`config.mk`:
```
export PLATFORM = sky130hd
export DESIGN_NAME = morse_play_ctrl
export DESIGN_NICKNAME = d
export VERILOG_FILES = /design/src/rtl/morse_play_ctrl.sv
export SDC_FILE = /design/constraint.sdc
export NUM_CORES = 1
export LEC_CHECK = 0
export CAP_MARGIN = 25
export CORE_MARGIN = 2
export CORE_UTILIZATION = 40
export CTS_CLUSTER_DIAMETER = 150
export DETAILED_ROUTE_END_ITERATION = 6
export MAX_ROUTING_LAYER = met4
export SYNTH_ARGS = -nofsm -noshare
export SYNTH_HDL_FRONTEND = slang
export SYNTH_SLANG_ARGS = --single-unit
```
`constraint.sdc`:
```
create_clock -name clk -period 3.1 [get_ports clk]
set_input_delay 0.465 -clock clk [delete_from_list [all_inputs] [get_ports clk]]
set_output_delay 0.465 -clock clk [all_outputs]
set_load 0.05 [all_outputs]
```
`src/rtl/morse_play_ctrl.sv`:
```
// Plays a fixed Morse message on the LED. Slow and fast button releases share a
// single player. A request that arrives while a run is in progress is queued one deep.
module morse_play_ctrl #(
  parameter int unsigned SLOW_UNIT = 50000000,
  parameter int unsigned FAST_UNIT = 12500000,
  parameter int unsigned MSG_LEN = 8,
  parameter logic [MSG_LEN-1:0] MSG_PATTERN = '0
) (
  input  logic clk,
  input  logic rst_n,
  input  logic slow_button,
  input  logic fast_button,
  output logic LED,
  output logic busy,
  output logic rate_sel,
  output logic done
);

  localparam int unsigned MAX_UNIT = (SLOW_UNIT > FAST_UNIT) ? SLOW_UNIT : FAST_UNIT;
  localparam int unsigned CNT_W = $clog2(64'(3) * 64'(MAX_UNIT) + 64'(1));
  localparam int unsigned IDX_W = (MSG_LEN > 1) ? $clog2(MSG_LEN) : 1;

  localparam logic [CNT_W-1:0] SLOW_1 = CNT_W'(SLOW_UNIT - 1);
  localparam logic [CNT_W-1:0] SLOW_3 = CNT_W'(3 * SLOW_UNIT - 1);
  localparam logic [CNT_W-1:0] FAST_1 = CNT_W'(FAST_UNIT - 1);
  localparam logic [CNT_W-1:0] FAST_3 = CNT_W'(3 * FAST_UNIT - 1);
  localparam logic [IDX_W-1:0] LAST_IDX = IDX_W'(MSG_LEN - 1);

  typedef enum logic [1:0] {IDLE, MARK, SPACE, TAIL} state_t;

  state_t           state, state_d;
  logic [CNT_W-1:0] cnt, cnt_d;
  logic [IDX_W-1:0] idx, idx_d;
  logic             rate_d;
  logic             pending, pend_d;
  logic             pending_fast, pend_fast_d;
  logic             slow_ff, fast_ff;
  logic             req_slow, req_fast;
  logic             req_any;
  logic             done_d;
  logic             start, start_fast;

  // The counter is loaded with (duration - 1) and counts down to zero.
  function automatic logic [CNT_W-1:0] unit1(input logic fast);
    return fast ? FAST_1 : SLOW_1;
  endfunction

  function automatic logic [CNT_W-1:0] unit3(input logic fast);
    return fast ? FAST_3 : SLOW_3;
  endfunction

  // A request is a one-cycle pulse on the button release (1 -> 0).
  always_ff @(posedge clk or negedge rst_n) begin
    if (!rst_n) begin
      slow_ff  <= 1'b0;
      fast_ff  <= 1'b0;
      req_slow <= 1'b0;
      req_fast <= 1'b0;
    end else begin
      slow_ff  <= slow_button;
      fast_ff  <= fast_button;
      req_slow <= slow_ff & ~slow_button;
      req_fast <= fast_ff & ~fast_button;
    end
  end

  assign req_any = req_slow | req_fast;

  always_ff @(posedge clk or negedge rst_n) begin
    if (!rst_n) begin
      state        <= IDLE;
      cnt          <= '0;
      idx          <= '0;
      rate_sel     <= 1'b0;
      pending      <= 1'b0;
      pending_fast <= 1'b0;
      LED          <= 1'b0;
      busy         <= 1'b0;
      done         <= 1'b0;
    end else begin
      state        <= state_d;
      cnt          <= cnt_d;
      idx          <= idx_d;
      rate_sel     <= rate_d;
      pending      <= pend_d;
      pending_fast <= pend_fast_d;
      LED          <= (state_d == MARK);
      busy         <= (state_d != IDLE);
      done         <= done_d;
    end
  end

  always_comb begin
    state_d     = state;
    cnt_d       = cnt;
    idx_d       = idx;
    rate_d      = rate_sel;
    pend_d      = pending;
    pend_fast_d = pending_fast;
    done_d      = 1'b0;
    start       = 1'b0;
    start_fast  = 1'b0;

    // Requests during a run collapse into one pending entry; fast is sticky.
    if (state != IDLE && req_any) begin
      pend_d      = 1'b1;
      pend_fast_d = pending_fast | req_fast;
    end

    case (state)
      IDLE: begin
        if (req_any) begin
          start      = 1'b1;
          start_fast = req_fast;
        end
      end
      MARK: begin
        if (cnt == '0) begin
          if (idx == LAST_IDX) begin
            state_d = TAIL;
            cnt_d   = unit3(rate_sel);
          end else begin
            state_d = SPACE;
            cnt_d   = unit1(rate_sel);
          end
        end else begin
          cnt_d = cnt - CNT_W'(1);
        end
      end
      SPACE: begin
        if (cnt == '0) begin
          idx_d   = idx + IDX_W'(1);
          state_d = MARK;
          cnt_d   = MSG_PATTERN[idx_d] ? unit3(rate_sel) : unit1(rate_sel);
        end else begin
          cnt_d = cnt - CNT_W'(1);
        end
      end
      TAIL: begin
        if (cnt == '0) begin
          done_d = 1'b1;
          // pend_d already includes a request that arrives in this final cycle.
          if (pend_d) begin
            start      = 1'b1;
            start_fast = pend_fast_d;
          end else begin
            state_d = IDLE;
          end
        end else begin
          cnt_d = cnt - CNT_W'(1);
        end
      end
      default: state_d = IDLE;
    endcase

    if (start) begin
      state_d     = MARK;
      idx_d       = '0;
      rate_d      = start_fast;
      cnt_d       = MSG_PATTERN[0] ? unit3(start_fast) : unit1(start_fast);
      pend_d      = 1'b0;
      pend_fast_d = 1'b0;
    end
  end

endmodule
```
==> reports/qor.csv, run 1 <==
stage,metric,value,unit
critical_path,type of origin of the critical path,register,
route,via-per-instance ratio,6.162,
pwr,leak pwr,0.001267,uW
final_layout,antenna cells,0,
cts,clock root buffer master,clkbuf_8,
pwr,Worst IR Drop VDD,0.0003307,V
pwr,Net Switching,923.1,uW
sta,Sum Neg Setup Slack,0,ns
logic_synthesis,main flop type after synthesis,dfrtp_1,
route,detailed-route wire length,8015,um
critical_path,"Largest stage delay, worst path",0.66,ns
final_layout,Seq. cell area,0.001076,mm^2
sta,max-slew headroom at the worst pin,56.06,%
final_layout,multi-input combinational cell area,0.001587,mm^2
route,Post-route DRC,0,
logic_synthesis,Cells after Synth,326,
sta,endpoints failing setup,0,
placed_design,DP Worst Slack,0.3609,ns
logic_synthesis,cell accounting for the most synthesized area,dfrtp_1,
logic_synthesis,Yosys cell types,53,
route,drt initial violations,251,
logic_synthesis,syn nets,341,
global_routing,pin count of the biggest net entering global routing,44,
sta,slew at the pin closest to its max-slew limit,0.6567,ns
global_routing,initial antenna violation count,0,
logic_synthesis,dominant cells by area after synthesis,"dfrtp_1, a21oi_1, ha_1",
critical_path,cell count of the worst reg-to-reg path,6,
critical_path,required time reported for the critical path endpoint,3.31,ns
cts,count of instances resized after the clock tree is built,0,
min_path,Hold Path Class,in2async,
critical_path,origin of the critical flop-to-flop path,cnt[2],
floorplan,initial standard-cell utilization of the core,41.02,%
critical_path,Worst path slowest cell,or4_1,
final_layout,fill cell count,661,
sta,RSZ-0062 raised after global routing,no,
logic_synthesis,part of the Yosys area used for sequential elements,38.83,%
floorplan,width of the chip,87.24,um
job,total of max-cap violations,0,
cts,total number of clock tree sinks,43,
route,remaining number of nets flagged by the antenna check after routing,0,
sta,Pins Over Slew Limit,0,
placed_design,total half-perimeter wirelength after legalization and detailed placement,5955,um
pwr,sequential cell fraction of total power,38.3,%
pwr,areal power density over the cells,681.3,mW/mm^2
logic_synthesis,Syn. warnings,0,
sta,Max Freq,360.3,MHz
cts,clock slew at reported path FFs,0.08,ns
critical_path,top fanout value on the critical path,7,
sta,Post-Route Skew,0.01045,ns
logic_synthesis,total of flip-flops plus latches after synthesis,43,
cts,hold bufs inserted after CTS,0,
route,number of iterations in the first detailed-routing pass,5,
logic_synthesis,top cell type's share of synthesized area,38.83,%
floorplan,height of the die,87.24,um
critical_path,element type at the critical path end,register,
critical_path,CP Data Arrival Time,2.98,ns
floorplan,number of top-level pins,8,
critical_path,capture point of the worst reg-to-reg path,LED,
logic_synthesis,proportion of synthesized flip-flops having asynchronous set or reset,100.0,%
sta,"Worst Setup Slack, final",0.3246,ns
critical_path,cell family contributing the most delay on the critical path,simple AND/OR/NAND/NOR gates,
cts,largest buffer count on any clock path,2,
pwr,relative contribution of combinational cells to total power,44.3,%
critical_path,Crit Path Class,reg2reg,
route,Vias,2631,
global_routing,global-route congestion overflow total,0,
pwr,internal power contribution,1212,uW
critical_path,worst reg2reg setup slack,0.32,ns
route,Routed WL per cell,18.77,um
final_layout,growth of design area from synthesis to finish,13.09,%
sta,fin crit share,89.53,%
final_layout,share of final-layout standard cells stronger than drive strength 1,10.66,%
floorplan,core region area,0.006756,mm^2
cts,CTS H-tree lvls,2,
sta,Final Hold Vio Count,0,
global_routing,GRT Overall Usage,23.38,%
cts,post-CTS setup buffer count,0,
pwr,Clk network pwr share,17.4,%
logic_synthesis,post-synth design cell area,0.002771,mm^2
floorplan,die area,0.007610,mm^2
cts,TritonCTS clock tree,done,
cts,Num CTS Buffers,5,
critical_path,number of buffer and inverter instances along the worst setup path,0,
sta,Tmin final,2.775,ns
logic_synthesis,syn avg cell area,8.501,um^2
final_layout,final net count,362,
floorplan,floorplan row count,30,
run_status,outcome,completed,
global_routing,vias in the first global route,2502,
critical_path,ordered list of cells on the worst path,"or4_1, or4_4, nor3_4, a21oi_1, or3_1, o21ai_0",
cts,insertion delay to the later sink of the worst-skew pair,0.30,ns
placed_design,number of input and output port buffers inserted,7,
placed_design,GPL Wtd Cong,0.9606,
logic_synthesis,number of enable-type register cells in the synthesized netlist,0,
global_routing,global-route wire length before repair,13250,um
pwr,net switching share of the total power,43.23,%
worst reg2reg max path, stage by stage (launching register included):
cell,delay [ns]
dfrtp_1,0.43
or4_1,0.66
or4_4,0.56
nor3_4,0.29
a21oi_1,0.10
or3_1,0.42
o21ai_0,0.21
cells by family after synthesis:
logic type	Yosys count	share of synthesized area, %
buf+inv	26	3.928
xor+xnor	10	3.160
flops	43	38.83
mux	5	1.851
compound gates	85	20.00
fa+ha+maj	11	4.966
simple gates	146	27.27
cells in the mapped netlist (3+ instances only):
master	n
nor4_1	8
o21ai_0	19
ha_1	11
xnor2_1	8
mux2i_1	4
o221ai_1	3
a22o_1	3
nand4_1	3
nor2_1	30
inv_1	13
nand3_1	18
a31oi_1	8
dfrtp_1	43
or3_1	10
a21oi_1	29
clkbuf_1	8
nand2b_1	3
nor3_1	16
nor2b_1	3
nand2_1	34
and3_1	4
buf_2	3
or4_1	5
a211oi_1	3
flip-flops by register name, indices dropped and copies added (netlist names):
name	cells
fast_ff	1
slow_ff	1
idx	3
pending_fast	1
done	1
req_fast	1
LED	1
pending	1
req_slow	1
state	2
busy	1
cnt	28
rate_sel	1
metal layers:
layer / vias to the layer above / GRT usage (%) / part of all wire (%)
met3: 22 / 3.886 / 7.5
met2: 119 / 34.91 / 45
met1: 1247 / 33.13 / 46
li1: 1243 / - / -
met5: - / - / 0
met4: 0 / 6.294 / 2.0
metrics by stage:
step           std cells  hold slack, ns  power (uW)  cell area (um^2)  utilization [%]
5_1_grt              427          0.1563        2265              3134            46.39
3_5_place_dp         419          0.4610        1754              3019            44.69
3_3_place_gp         419          0.4529        1758              3019            44.69
4_1_cts              426          0.3675        2122              3107            45.98
2_1_floorplan        326          0.1694        1437              2771                -
6_report             427          0.1275        2135              3134            46.39
worst max path at each step:
stage          cells past startpoint     start  slack [ns]  endpoint
3_5_place_dp                       6    cnt[2]        0.36       LED
2_1_floorplan                      8    cnt[2]        0.51    cnt[6]
3_3_place_gp                       6    cnt[2]        0.44      busy
5_1_grt                            8  state[1]        0.23   cnt[24]
4_1_cts                            6    cnt[2]        0.33       LED
6_report                           6    cnt[2]        0.32       LED
layout make-up:
class	instances	area share [%]
Clock buffer	6	2.635
Clock inverter	1	0.1597
Inverter	13	1.557
Multi-Input combinational cell	257	50.62
Sequential cell	43	34.33
Tap cell	80	3.194
Timing Repair Buffer	27	7.505
power groups by stage:
stage / Clock, uW / Sequential (uW) / Combinational, uW
final: 371 / 819 / 946
after global routing: 397 / 832 / 1040
after CTS: 378 / 813 / 932
after detailed placement: 0 / 823 / 930
after global placement: 0 / 823 / 935
after floorplan: 0 / 846 / 591
layout by cell type (no fill, tap or decap), types with 4 or more instances in the layout:
cell type / count
o21ai_0: 19
nor3_1: 16
and3_1: 4
buf_4: 19
nor4_1: 8
nand3_1: 18
ha_1: 11
mux2i_1: 4
inv_1: 13
or4_1: 5
a21oi_1: 29
clkbuf_8: 6
dfrtp_1: 43
nor2_1: 30
or3_1: 10
clkdlybuf4s50_1: 6
a31oi_1: 8
nand2_1: 34
xnor2_1: 8
Power figures use the tool's default switching activity.
==> inputs of run 2 (changes only) <==
--- a/config.mk
+++ b/config.mk
@@ -10,6 +10,7 @@
 export CORE_UTILIZATION = 40
 export CTS_CLUSTER_DIAMETER = 150
 export DETAILED_ROUTE_END_ITERATION = 6
+export GPL_TIMING_DRIVEN = 0
 export MAX_ROUTING_LAYER = met4
 export SYNTH_ARGS = -nofsm -noshare
 export SYNTH_HDL_FRONTEND = slang
==> run 2 against run 1 <==
  * Count of clock-buffer cells in the layout shrank 1
  * Die area is the same
  * Sequential share of layout area shrank 0.19 points
  * Combinational power grew 2.4%
  * Setup slack lost 0.16 ns
  * Via count grew 0.19%
  * Cell count grew 0.23%
  * Clock skew shrank 0.0042 ns
  * Global-route usage shrank 1.1 points
  * First-iteration DRC count grew 9.2%
  * Final area grew 0.56%
  * Non-clock buffer count is the same
  * Critical path type unchanged
  * Largest cell class unchanged
==> reports/qor.csv, run 2 (synthesized netlist as in run 1, its figures left out) <==
stage,metric,value,unit,change
run_status,outcome,completed,,
critical_path,CP Data Arrival Time,3.14,ns,+0.16 ns
final_layout,final core utilization,46.65,%,+0.26 points
route,via-per-instance ratio,6.159,,about the same
sta,endpoints failing setup,0,,unchanged
floorplan,width of the chip,87.24,um,unchanged
sta,Max Freq,340.1,MHz,-5.6%
pwr,areal power density over the cells,736.0,mW/mm^2,+8.0%
placed_design,GPL Wtd Cong,0.9507,,-1.0%
cts,insertion delay to the later sink of the worst-skew pair,0.30,ns,about the same
route,Routed WL per cell,18.36,um,-2.2%
final_layout,share of final-layout standard cells stronger than drive strength 1,8.908,%,-1.8 points
critical_path,cell count of the worst reg-to-reg path,7,,+1
critical_path,capture point of the worst reg-to-reg path,cnt[27],,
route,detailed-route wire length,7858,um,-2.0%
sta,fin crit share,94.84,%,+5.3 points
job,total of max-cap violations,0,,unchanged
final_layout,fill cell count,674,,+2.0%
sta,Post-Route Skew,0.006294,ns,-0.004156 ns
cts,largest buffer count on any clock path,2,,unchanged
route,remaining number of nets flagged by the antenna check after routing,0,,unchanged
route,Post-route DRC,0,,unchanged
critical_path,start point of the critical path,cnt[2],,
placed_design,DP Worst Slack,-0.04775,ns,-0.4087 ns
critical_path,worst reg2reg setup slack,0.16,ns,-0.16 ns
floorplan,number of top-level pins,8,,unchanged
cts,CTS H-tree lvls,2,,unchanged
final_layout,max FFs per register,28,,unchanged
placed_design,number of input and output port buffers inserted,7,,unchanged
critical_path,required time reported for the critical path endpoint,3.30,ns,about the same
final_layout,final net count,362,,unchanged
placed_design,total half-perimeter wirelength after legalization and detailed placement,5708,um,-4.2%
cts,Num CTS Buffers,5,,unchanged
final_layout,most frequent cells in the layout,"dfrtp_1, nand2_1, nor2_1, a21oi_1, o21ai_0",,
route,drt initial violations,274,,+9.2%
floorplan,initial standard-cell utilization of the core,41.02,%,unchanged
sta,RSZ-0062 raised after global routing,no,,
global_routing,global-route congestion overflow total,0,,unchanged
critical_path,top fanout value on the critical path,7,,unchanged
cts,total number of clock tree sinks,43,,unchanged
cts,clock root buffer master,clkbuf_8,,
floorplan,core region area,0.006756,mm^2,unchanged
final_layout,register containing the most flip-flops in the final layout,cnt,,
sta,Tmin final,2.940,ns,+0.1645 ns
global_routing,vias in the first global route,2429,,-2.9%
global_routing,initial antenna violation count,0,,unchanged
final_layout,growth of design area from synthesis to finish,13.72,%,
route,number of iterations in the first detailed-routing pass,6,,+1
critical_path,type of origin of the critical path,register,,
critical_path,element type at the critical path end,register,,
sta,hold_ws,0.08540,ns,-0.04207 ns
pwr,leak pwr,0.001266,uW,-0.14%
critical_path,Crit Path Class,reg2reg,,
global_routing,GRT Overall Usage,22.32,%,-1.1 points
critical_path,endpoint of the worst setup timing path,cnt[27],,
critical_path,origin of the critical flop-to-flop path,cnt[2],,
final_layout,"most common cell after layout, fill and taps aside",dfrtp_1,,
floorplan,floorplan row count,30,,unchanged
floorplan,die area,0.007610,mm^2,unchanged
pwr,Pwr Total,2320,uW,+8.6%
sta,"Worst Setup Slack, final",0.1601,ns,-0.1645 ns
cts,hold bufs inserted after CTS,0,,unchanged
cts,clock slew at reported path FFs,0.09,ns,about the same
route,Vias,2636,,+0.19%
min_path,Hold Path Class,in2async,,
sta,Sum Neg Setup Slack,0,ns,unchanged
floorplan,height of the die,87.24,um,unchanged
global_routing,global-route wire length before repair,12650,um,-4.5%
sta,Final Hold Vio Count,0,,unchanged
global_routing,pin count of the biggest net entering global routing,28,,-36%
cts,TritonCTS clock tree,done,,
final_layout,top flop regs,"cnt: 28 flops, idx: 3 flops, state: 2 flops",,
final_layout,antenna cells,0,,unchanged
sta,Pins Over Slew Limit,0,,unchanged
sta,slew at the pin closest to its max-slew limit,1.047,ns,+0.3901 ns
pwr,Worst IR Drop VDD,0.0003083,V,-6.8%
sta,max-slew headroom at the worst pin,29.68,%,-26 points
## run 2: cell types whose count changed in the layout (fill, tap and decap cells not counted), moves of 2 or more
| cell | before | now |
|---|---|---|
| buf_2 | 1 | 4 |
| clkbuf_1 | 0 | 7 |
| bufinv_16 | 0 | 2 |
| buf_4 | 19 | 6 |
## run 2: power by group
group | switching, uW | leakage (uW) | total [uW] | internal (uW)
clock network | 216 | 0.0000644 | 538 | 322
logic | 600 | 0.000699 | 969 | 369
registers | 135 | 0.000502 | 813 | 678
total | 951 | 0.00127 | 2320 | 1370
## run 2: final cells by class
| cell class | count | area, um^2 | share of cell area, % |
|---|---|---|---|
| tap | 80 | 100.1 | 3.176 |
| buffer | 13 | 61.31 | 1.945 |
| sequential | 43 | 1076 | 34.14 |
| clock inverter | 3 | 67.56 | 2.144 |
| inverter | 13 | 48.80 | 1.548 |
| clock buffer | 5 | 68.82 | 2.183 |
| timing repair buffer | 14 | 130.1 | 4.129 |
| multi-input combinational | 257 | 1599 | 50.73 |
## run 2: repair_timing
item                                    CTS  global route
endpoints found under the setup margin    3            27
gates cloned                              0             0
resized for setup                         1             3
pin swaps                                 0             2
buffers inserted                          0             6
## run 2: per-layer routing
layer  GRT usage (%)  vias to the layer above  wire, um
li1                -                     1248         -
met2           34.35                      115      3576
met3           3.128                       24       412
met5               -                        -         0
met1           30.32                     1249      3625
met4           7.692                        0       244
## run 2: worst min path at each step
stage | start | to | slack [ns] | depth (start not counted)
after detailed placement | rst_n | cnt[0] | 0.43 | 1
after global placement | fast_ff | req_fast | 0.45 | 1
after floorplan | rst_n | LED | 0.17 | 0
after global routing | rst_n | cnt[0] | 0.12 | 1
after CTS | rst_n | cnt[26] | 0.11 | 1
final | rst_n | cnt[0] | 0.09 | 1
## run 2: critical path, stage by stage, from the launching register on
cell and delay (ns):
dfrtp_1 0.44, or4_1 0.52, buf_2 0.18, or4_4 0.52, nor4_1 0.65, or3_1 0.20
o21ai_0 0.07, a32o_1 0.25
## run 2: stage by stage
step,instance area [um^2],cells
3_5_place_dp,2957,414
6_report,3152,428
3_3_place_gp,2942,413
4_1_cts,3099,422
5_1_grt,3152,428
2_1_floorplan,2771,326
==> inputs of run 3 (changes only) <==
==> constraint.sdc (replaced) <==
create_clock -name clk -period 3.8 [get_ports clk]
set_input_delay 0.57 -clock clk [delete_from_list [all_inputs] [get_ports clk]]
set_output_delay 0.57 -clock clk [all_outputs]
set_load 0.05 [all_outputs]
==> run 3 against run 2 <==
  * Critical path depth decreased by 1
  * Final area decreased by 1.9%
  * Count of clock-buffer cells in the layout unchanged
  * Total power decreased by 20%
  * Global-route usage about the same
  * Cell count decreased by 1.4%
  * Core utilization decreased by 0.87 points
  * Sequential power decreased by 18%
  * Die area unchanged
  * Sequential share of layout area increased by 0.65 points
==> reports/qor.csv, run 3 (synthesized netlist as in run 1, its figures left out) <==
stage,metric,value,unit,change
route,number of iterations in the first detailed-routing pass,5,,-1
critical_path,element type at the critical path end,register,,
floorplan,core region area,0.006756,mm^2,unchanged
placed_design,Placement Cell Area,0.002957,mm^2,unchanged
cts,CTS H-tree lvls,2,,unchanged
sta,fin crit share,84.65,%,-10 points
route,Post-route DRC,0,,unchanged
cts,hold bufs inserted after CTS,0,,unchanged
critical_path,Crit Path Class,reg2reg,,
sta,Final Hold Vio Count,0,,unchanged
sta,Max Freq,310.9,MHz,-8.6%
route,via-per-instance ratio,6.166,,+0.11%
final_layout,top flop regs,"cnt: 28 flops, idx: 3 flops, state: 2 flops",,
critical_path,top fanout value on the critical path,10,,+3
global_routing,vias in the first global route,2445,,+0.66%
sta,Pins Over Slew Limit,0,,unchanged
sta,Tmin final,3.217,ns,+0.2767 ns
final_layout,max FFs per register,28,,unchanged
critical_path,origin of the critical flop-to-flop path,cnt[7],,
global_routing,pin count of the biggest net entering global routing,28,,unchanged
critical_path,required time reported for the critical path endpoint,3.96,ns,+0.66 ns
final_layout,final net count,356,,-1.7%
route,detailed-route wire length,7717,um,-1.8%
final_layout,share of final-layout standard cells stronger than drive strength 1,6.725,%,-2.2 points
route,Routed WL per cell,18.29,um,-0.40%
final_layout,register containing the most flip-flops in the final layout,cnt,,
pwr,areal power density over the cells,599.2,mW/mm^2,-19%
final_layout,post-layout instance area,0.003093,mm^2,-1.9%
final_layout,antenna cells,0,,unchanged
global_routing,GRT Overall Usage,22.32,%,about the same
critical_path,cell family contributing the most delay on the critical path,simple AND/OR/NAND/NOR gates,,
job,total of max-cap violations,0,,unchanged
floorplan,floorplan row count,30,,unchanged
critical_path,worst reg2reg setup slack,0.58,ns,+0.42 ns
floorplan,number of top-level pins,8,,unchanged
final_layout,most frequent cells in the layout,"dfrtp_1, nand2_1, nor2_1, a21oi_1, o21ai_0",,
placed_design,number of input and output port buffers inserted,7,,unchanged
floorplan,die area,0.007610,mm^2,unchanged
critical_path,ordered list of cells on the worst path,"nor4_1, nand3_1, nor3_2, a21oi_1, nor2_1, a211oi_1",,
cts,count of instances resized after the clock tree is built,0,,-1
sta,Post-Route Skew,0.007469,ns,+0.001175 ns
route,drt initial violations,244,,-11%
final_layout,multi-input combinational cell area,0.001587,mm^2,-0.78%
floorplan,initial standard-cell utilization of the core,41.02,%,unchanged
placed_design,GPL Wtd Cong,0.9507,,unchanged
global_routing,initial antenna violation count,0,,unchanged
critical_path,type of origin of the critical path,register,,
pwr,Worst IR Drop VDD,0.0002515,V,-18%
cts,post-CTS setup buffer count,0,,unchanged
final_layout,Seq. cell area,0.001076,mm^2,unchanged
critical_path,CP Data Arrival Time,3.38,ns,+0.24 ns
critical_path,number of buffer and inverter instances along the worst setup path,0,,-1
sta,hold_ws,0.1894,ns,+0.1040 ns
critical_path,Worst path slowest cell,nor4_1,,
critical_path,"Largest stage delay, worst path",0.77,ns,+0.12 ns
placed_design,total half-perimeter wirelength after legalization and detailed placement,5708,um,unchanged
global_routing,global-route wire length before repair,12650,um,unchanged
final_layout,"most common cell after layout, fill and taps aside",dfrtp_1,,
sta,slew at the pin closest to its max-slew limit,1.079,ns,+0.03217 ns
floorplan,height of the die,87.24,um,unchanged
min_path,Hold Path Class,in2async,,
sta,Sum Neg Setup Slack,0,ns,unchanged
cts,TritonCTS clock tree,done,,
pwr,leak pwr,0.001217,uW,-3.8%
cts,total number of clock tree sinks,43,,unchanged
run_status,outcome,completed,,
final_layout,fill cell count,681,,+1.0%
critical_path,start point of the critical path,cnt[7],,
cts,Num CTS Buffers,5,,unchanged
sta,max-slew headroom at the worst pin,27.52,%,-2.2 points
cts,clock root buffer master,clkbuf_8,,
cts,clock slew at reported path FFs,0.09,ns,about the same
global_routing,global-route congestion overflow total,0,,unchanged
floorplan,width of the chip,87.24,um,unchanged
cts,largest buffer count on any clock path,2,,unchanged
route,Vias,2602,,-1.3%
sta,RSZ-0062 raised after global routing,no,,
route,remaining number of nets flagged by the antenna check after routing,0,,unchanged
cts,insertion delay to the later sink of the worst-skew pair,0.31,ns,about the same
sta,endpoints failing setup,0,,unchanged
final_layout,growth of design area from synthesis to finish,11.60,%,
==> run 3: final timing paths <==
kind                                  to  depth (start not counted)
worst min-delay path             cnt[26]                          1
max in group asynchronous         cnt[7]                          2
worst max-delay path             cnt[18]                          6
worst max register to register   cnt[18]                          6
worst min register to register  req_slow                          1
min in group clk                req_slow                          1
==> run 3: layout make-up <==
| class | count | area share, % |
|---|---|---|
| Tap cell | 80 | 3.236 |
| Multi-Input combinational cell | 257 | 51.29 |
| Buffer | 13 | 1.942 |
| Clock buffer | 5 | 2.225 |
| Clock inverter | 3 | 2.184 |
| Sequential cell | 43 | 34.79 |
| Inverter | 13 | 1.578 |
| Timing Repair Buffer | 8 | 2.751 |
==> run 3: stage by stage <==
step / total power (uW) / utilization [%] / setup slack (ns) / instances
after floorplan: 1172 / - / 1.207 / 326
after global placement: 1404 / 43.54 / 0.6009 / 413
after detailed placement: 1411 / 43.76 / 0.6522 / 414
after CTS: 1850 / 45.78 / 0.6403 / 422
after global routing: 1964 / 45.78 / 0.4288 / 422
final: 1853 / 45.78 / 0.5834 / 422
==> run 3: power by group <==
part | total, uW | internal, uW | switching [uW]
Sequential | 663 | 553 | 110
Combinational | 753 | 273 | 480
Clock | 437 | 262 | 175
Total | 1850 | 1090 | 765
==> run 3: routing by layer <==
layer / wire length, um / track usage (%) / up-vias
li1: - / - / 1238
met1: 3561 / 30.19 / 1252
met2: 3581 / 34.21 / 94
met3: 385 / 3.128 / 18
met4: 188 / 8.252 / 0
met5: 0 / - / -
